File: src/rtl/blackjack_round.sv
`default_nettype none
// +----------------------------------------------------------------------------+
// | Module      : blackjack_round                                              |
// | Description : Round controller for the BlackJack game. Maps the upstream   |
// |               5-bit random value to card values, runs the deal / hit /     |
// |               stand / dealer-draw sequence from the push-button keys and   |
// |               reports the one-hot round result.                            |
// | Revision    : 1.0 - initial release                                        |
// +----------------------------------------------------------------------------+
// | Ports                                                                      |
// |   Clock    in   1  system clock                                            |
// |   reset_n  in   1  asynchronous active-low reset                           |
// |   randnum  in   5  random value, sampled at each draw                      |
// |   deal_n   in   1  raw active-low key: start a new round                   |
// |   hit_n    in   1  raw active-low key: player takes a card                 |
// |   stand_n  in   1  raw active-low key: player stands                       |
// |   phand    out  5  player hand total                                       |
// |   dhand    out  5  dealer hand total                                       |
// |   fsm_out  out  5  one-hot result (0 while no result)                      |
// |   state    out  3  current state code                                      |
// |   busy     out  1  high while cards are drawn automatically                |
// +----------------------------------------------------------------------------+
module blackjack_round #(
   parameter int DRAW_GAP     = 16,
   parameter int DEALER_STAND = 17
) (
   input  logic       Clock,
   input  logic       reset_n,
   input  logic [4:0] randnum,
   input  logic       deal_n,
   input  logic       hit_n,
   input  logic       stand_n,
   output logic [4:0] phand,
   output logic [4:0] dhand,
   output logic [4:0] fsm_out,
   output logic [2:0] state,
   output logic       busy
);

   typedef enum logic [2:0] {
      S_IDLE   = 3'd0,
      S_DEAL   = 3'd1,
      S_PLAYER = 3'd2,
      S_DEALER = 3'd3,
      S_RESULT = 3'd4
   } state_t;

   localparam int                 c_GAP_W     = $clog2(DRAW_GAP);
   localparam logic [c_GAP_W-1:0] c_GAP_LAST  = c_GAP_W'(DRAW_GAP - 1);
   localparam logic [5:0]         c_STAND     = 6'(DEALER_STAND);
   localparam logic [4:0]         c_LIMIT     = 5'd21;
   localparam logic [4:0]         c_RES_PHI   = 5'b00001;
   localparam logic [4:0]         c_RES_DHI   = 5'b00010;
   localparam logic [4:0]         c_RES_PUSH  = 5'b00100;
   localparam logic [4:0]         c_RES_PBUST = 5'b01000;
   localparam logic [4:0]         c_RES_DBUST = 5'b10000;

   state_t               r_state;
   logic [4:0]           r_phand;
   logic [4:0]           r_dhand;
   logic [4:0]           r_fsm;
   logic                 r_busy;
   logic [c_GAP_W-1:0]   r_gap;
   logic [1:0]           r_draws;

   logic [2:0]           w_key_n;
   logic [2:0]           w_press;
   logic                 w_deal;
   logic                 w_hit;
   logic                 w_stand;
   logic                 w_gap_hit;
   logic [4:0]           w_mod;
   logic [4:0]           w_rank;
   logic [4:0]           w_card;
   logic [4:0]           w_pnext;
   logic [4:0]           w_dnext;

   // ---------------------------------------------------------------------
   // Key conditioning: two synchronizer flops, a history flop, and a
   // registered falling-edge pulse. Holding a key yields one pulse only.
   // Flops clear to 0, so the keys idling high after reset only ever rise.
   // ---------------------------------------------------------------------
   assign w_key_n = {stand_n, hit_n, deal_n};

   for (genvar i = 0; i < 3; i++) begin : g_key
      logic r_sync1;
      logic r_sync2;
      logic r_hist;
      logic r_pulse;

      always_ff @(posedge Clock or negedge reset_n) begin
         if (!reset_n) begin
            r_sync1 <= 1'b0;
            r_sync2 <= 1'b0;
            r_hist  <= 1'b0;
            r_pulse <= 1'b0;
         end else begin
            r_sync1 <= w_key_n[i];
            r_sync2 <= r_sync1;
            r_hist  <= r_sync2;
            r_pulse <= r_hist & ~r_sync2;
         end
      end

      assign w_press[i] = r_pulse;
   end

   assign w_deal  = w_press[0];
   assign w_hit   = w_press[1];
   assign w_stand = w_press[2];

   // ---------------------------------------------------------------------
   // Card mapping: 0 is an ace; otherwise rank 1..13 from r mod 13 with
   // 0 standing for the king, and face cards capped at 10.
   // ---------------------------------------------------------------------
   always_comb begin
      w_mod  = randnum % 5'd13;
      w_rank = (w_mod == 5'd0) ? 5'd13 : w_mod;
      if (randnum == 5'd0) begin
         w_card = 5'd1;
      end else if (w_rank > 5'd10) begin
         w_card = 5'd10;
      end else begin
         w_card = w_rank;
      end
   end

   // Hands cannot exceed 31 in play; saturation is purely defensive.
   function automatic logic [4:0] sat_add(input logic [4:0] a, input logic [4:0] b);
      logic [5:0] sum;
      sum = {1'b0, a} + {1'b0, b};
      return sum[5] ? 5'd31 : sum[4:0];
   endfunction

   assign w_pnext   = sat_add(r_phand, w_card);
   assign w_dnext   = sat_add(r_dhand, w_card);
   assign w_gap_hit = (r_gap == c_GAP_LAST);

   // ---------------------------------------------------------------------
   // Round sequencer. The gap counter free-runs and is re-zeroed when a
   // round starts and when the player stands, so automatic draws land
   // DRAW_GAP cycles after those events.
   // ---------------------------------------------------------------------
   always_ff @(posedge Clock or negedge reset_n) begin
      if (!reset_n) begin
         r_state <= S_IDLE;
         r_phand <= 5'd0;
         r_dhand <= 5'd0;
         r_fsm   <= 5'd0;
         r_busy  <= 1'b0;
         r_gap   <= '0;
         r_draws <= 2'd0;
      end else begin
         r_gap <= w_gap_hit ? '0 : r_gap + 1'b1;

         case (r_state)
            S_IDLE, S_RESULT: begin
               if (w_deal) begin
                  r_phand <= 5'd0;
                  r_dhand <= 5'd0;
                  r_fsm   <= 5'd0;
                  r_gap   <= '0;
                  r_draws <= 2'd0;
                  r_state <= S_DEAL;
                  r_busy  <= 1'b1;
               end
            end

            S_DEAL: begin
               if (w_gap_hit) begin
                  // Even draws go to the player, odd draws to the dealer.
                  if (!r_draws[0]) begin
                     r_phand <= w_pnext;
                  end else begin
                     r_dhand <= w_dnext;
                  end
                  r_draws <= r_draws + 2'd1;
                  if (r_draws == 2'd3) begin
                     r_state <= S_PLAYER;
                     r_busy  <= 1'b0;
                  end
               end
            end

            S_PLAYER: begin
               // Stand takes priority over a simultaneous hit.
               if (w_stand) begin
                  r_gap   <= '0;
                  r_state <= S_DEALER;
                  r_busy  <= 1'b1;
               end else if (w_hit && (r_phand < c_LIMIT)) begin
                  r_phand <= w_pnext;
                  if (w_pnext > c_LIMIT) begin
                     r_fsm   <= c_RES_PBUST;
                     r_state <= S_RESULT;
                  end
               end
            end

            S_DEALER: begin
               if (w_gap_hit) begin
                  if ({1'b0, r_dhand} < c_STAND) begin
                     r_dhand <= w_dnext;
                     if (w_dnext > c_LIMIT) begin
                        r_fsm   <= c_RES_DBUST;
                        r_state <= S_RESULT;
                        r_busy  <= 1'b0;
                     end
                  end else begin
                     if (r_phand > r_dhand) begin
                        r_fsm <= c_RES_PHI;
                     end else if (r_phand < r_dhand) begin
                        r_fsm <= c_RES_DHI;
                     end else begin
                        r_fsm <= c_RES_PUSH;
                     end
                     r_state <= S_RESULT;
                     r_busy  <= 1'b0;
                  end
               end
            end

            default: begin
               r_state <= S_IDLE;
               r_busy  <= 1'b0;
            end
         endcase
      end
   end

   assign phand   = r_phand;
   assign dhand   = r_dhand;
   assign fsm_out = r_fsm;
   assign state   = r_state;
   assign busy    = r_busy;

endmodule
`default_nettype wire
File: config.mk
export PLATFORM = sky130hd
export DESIGN_NAME = blackjack_round
export DESIGN_NICKNAME = d
export VERILOG_FILES = /design/src/rtl/blackjack_round.sv
export SDC_FILE = /design/constraint.sdc
export NUM_CORES = 1
export LEC_CHECK = 0
export ABC_AREA = 1
export CAP_MARGIN = 20
export CORE_MARGIN = 5
export CORE_UTILIZATION = 30
export CTS_BUF_LIST = sky130_fd_sc_hd__clkbuf_16
export DETAILED_ROUTE_END_ITERATION = 7
export GPL_TIMING_DRIVEN = 0
export PLACE_DENSITY_LB_ADDON = 0.15
export RECOVER_POWER = 25
export SYNTH_ARGS = -nofsm -noshare
export SYNTH_HDL_FRONTEND = slang
export SYNTH_SLANG_ARGS = --single-unit
File: constraint.sdc
create_clock -name Clock -period 6.6 [get_ports Clock]
set_input_delay 1.32 -clock Clock [delete_from_list [all_inputs] [get_ports Clock]]
set_output_delay 1.32 -clock Clock [all_outputs]
set_load 0.02 [all_outputs]
==> summary.md <==
| Metric | Value |
|---|---|
| Post-Syn Instances | `about 330` |
| Via/cell ratio | `4.594` |
| # Post-CTS Setup Buffers | `0` |
| Routed wire per std cell | `around 12 um` |
| DP HPWL | `roughly 4400 um` |
| Initial Util | `0.3098` |
| Seq pwr share | `0.253` |
| CP max stage delay | `around 0.5 ns` |
| Worst ir drop on vdd | `around 0.22 mV` |
| Worst clock skew | `around 0.0038 ns` |
| Fin util | `0.3751` |
| Post-synthesis sequential area ratio | `0.3601` |
| Antenna Cells | `0` |
| Fraction of registers with async set/reset | `1.000` |
| Tot GR Track Use | `0.1146` |
| First-pass GRT wire length | `between 9000 and 10000 um` |
| CP Data Required Time | `between 6 and 7 ns` |
| Drt total wl | `between 5000 and 6000 um` |
| Post-synth top area share | `0.3601` |
| Final hold vios | `0` |
| Grt ovf | `0` |
| Chip height | `roughly 100 um` |
| Pre-Repair DR Iteration Count | `5` |
| Warnings, synthesis | `0` |
| Failing checks | `capacitance limit, slew limit` |
| Final ANT Viol Nets | `0` |
| Largest net degree at the start of global routing | `38` |
| #FFs+latches synth | `37` |
| Max Fanout on Critical Path | `5` |
| Fin crit period | `4.790 ns` |
| Clk sink count | `37` |
| DRC viols | `0` |
| Status | `finished with violations` |
| Lkg Pwr | `between 1.5 and 2 nW` |
| Initial antenna violation count | `0` |
| Die width | `between 100 and 150 um` |
| Global placement routability congestion | `just under 0.8` |
| Count of cell types in the netlist | `34` |
| Post-cts hold buffer count | `0` |
| Num ports | `29` |
| Nets | `between 300 and 400` |
| Max-slew headroom | `-0.2890` |
| Logic pwr share | `0.586` |
| Root Driver | `clkbuf_16` |
| Commonest cells in the netlist | `75 x nand2_1, 55 x inv_1, 37 x dfrtp_1` |
| Row count | `33` |
| Pint | `0.0007173 W` |
| Total die area | `between 0.01 and 0.015 mm^2` |
| DR vias | `2182` |
| Longest Clk Path Bufs | `2` |
| Cell area power density | `429.4 mW/mm^2` |
| Period utilisation layout | `0.7257` |
| Top FF cell, synth | `dfrtp_1` |
| FMAX | `around 210 MHz` |
| Area leader, netlist | `dfrtp_1` |
| Initial DRC Count | `between 70 and 80` |
| Critical path's most frequent cell | `nand2_1` |
| Switching pwr | `0.0006193 W` |
| Worst hold path type | `reg2reg` |
| CP max stage cell | `clkdlybuf4s50_1` |
| P&R area growth vs syn | `21.07%` |
| CTS tree | `built` |
| Final setup violation count | `0` |
| Clk pwr share | `0.161` |
| Clock Latency Late Sink | `about 0.27 ns` |
| Worst-Margin Slew | `about 1.9 ns` |
| CP arrival | `roughly 4.9 ns` |
| Mapped Area | `0.002571 mm^2` |
| Clock buffer count from CTS | `5` |
| Final TNS setup | `0 ns` |
| H-tree Lvls | `2` |
| Max-cap viol count | `1` |
| Slew Limit Fails | `38` |
| Vias in the first global route | `about 2100` |
| Share of layout cells above drive strength 1 | `0.1378` |
| PortBufs | `28` |
| Resized Gates After CTS | `0` |
| Syn avg cell area | `7.698 um^2` |
| Switching Share | `0.4634` |
| Setup crit end kind | `flip-flop` |
| RSZ-0062 raised after global routing | `false` |
| Core Area | `between 0.008 and 0.009 mm^2` |
| Top post-synthesis cells by area | `dfrtp_1 36%, nand2_1 11%, inv_1 8.0%` |
| CP Launch Type | `input pin` |
| Register clock-pin slew on the reported worst setup and hold paths | `~0.05 ns` |
| Worst Setup Path Type | `in2reg` |
| Most common cell in the synthesized netlist | `nand2_1` |
| Post-synth EDFFs | `0` |
## power groups by stage
stage | combinational [W] | clock (W) | sequential, W
floorplan | 0.000538 | 0 | 0.000374
global placement | 0.000782 | 0 | 0.000343
detailed placement | 0.000785 | 0 | 0.000343
CTS | 0.000792 | 0.000226 | 0.000339
global route | 0.000889 | 0.000236 | 0.000347
finish | 0.000783 | 0.000216 | 0.000338
## cells in the final DEF (no fill, tap or decap), types with 2 or more instances in the layout
cell type        count
dlygate4sd3_1        3
nand4_1              4
inv_2                6
nor2_1              31
nor2_2               3
nor2_4               2
inv_1               56
nor3_1               5
conb_1               2
o21bai_1             3
nand3_1             22
nand2_4             10
clkinv_1             2
o21ai_0              6
clkdlybuf4s50_1     24
a21oi_1              8
o22ai_1             10
fa_1                 2
ha_1                16
and2_0               2
o21ai_1              2
nand2_1             75
clkbuf_16            5
nand2_2             14
nand3_2              7
dfrtp_1             37
xnor2_1              2
## stage by stage
| stage | cells | cell area, um^2 | total power [W] | hold slack [ns] | setup WS (ns) |
|---|---|---|---|---|---|
| 3_3_place_gp | 468 | 2987 | 0.001125 | 0.3336 | 1.562 |
| 2_1_floorplan | 335 | 2575 | 0.0009113 | 0.3312 | 2.463 |
| 5_1_grt | 475 | 3113 | 0.001472 | 0.3613 | 1.443 |
| 3_5_place_dp | 468 | 2982 | 0.001128 | 0.3373 | 1.531 |
| 4_1_cts | 475 | 3114 | 0.001357 | 0.3499 | 1.799 |
| 6_report | 475 | 3113 | 0.001337 | 0.3464 | 1.810 |
## per-layer routing
layer  global-route usage  wire, um  vias to the layer above
li1                     -         -                     1137
met1               0.1531      2647                      990
met2               0.1877      2582                       48
met3              0.02503       215                        7
met4              0.03027        56                        0
met5                    0         0                        -
## worst paths after layout
| kind | start | to | slack (ns) | cells past startpoint |
|---|---|---|---|---|
| max | randnum[1] | state[2] | 1.81 | 30 |
| min | g_key[1].r_sync1 | g_key[1].r_sync2 | 0.35 | 0 |
| max reg2reg | state[0] | phand[1] | 3.77 | 8 |
| min reg2reg | g_key[1].r_sync1 | g_key[1].r_sync2 | 0.35 | 0 |
| max in group asynchronous | reset_n | g_key[1].r_pulse | 3.91 | 1 |
| min in group asynchronous | reset_n | r_gap[1] | 1.59 | 1 |
## final cells by class
class	instances	area, um^2
fillers	844	5186
multi-input cells	236	1416
flip-flops and latches	37	925.9
repair buffers	28	274.0
inverters	62	232.7
well taps	105	131.4
clock buffers	5	125.1
clock inverters	2	7.507
## flip-flops by register name, summed over array words and instances, names as in the netlist
| register | flops |
|---|---|
| dhand | 5 |
| fsm_out | 5 |
| phand | 5 |
| r_gap | 4 |
| g_key.r_hist | 3 |
| g_key.r_pulse | 3 |
| g_key.r_sync1 | 3 |
| g_key.r_sync2 | 3 |
| state | 3 |
| r_draws | 2 |
| busy | 1 |
## logic make-up after synthesis
group | share of synthesized area
AND/OR/NAND/NOR | 0.3552
AO/OA/AOI/OAI | 0.08906
other | 0.001458
buffers and inverters | 0.09051
XOR/XNOR | 0.01022
flip-flops | 0.3601
adder cells (fa/ha/maj) | 0.09343
## worst max-delay path: cells and delay by family
kind	cells	cell delay, ns
and+or+nand+nor	23	2.19
buffers and inverters	4	0.73
AOI/OAI and AO/OA	1	0.14
adders and majority gates	2	0.57
(Power assumes the default switching activity.)
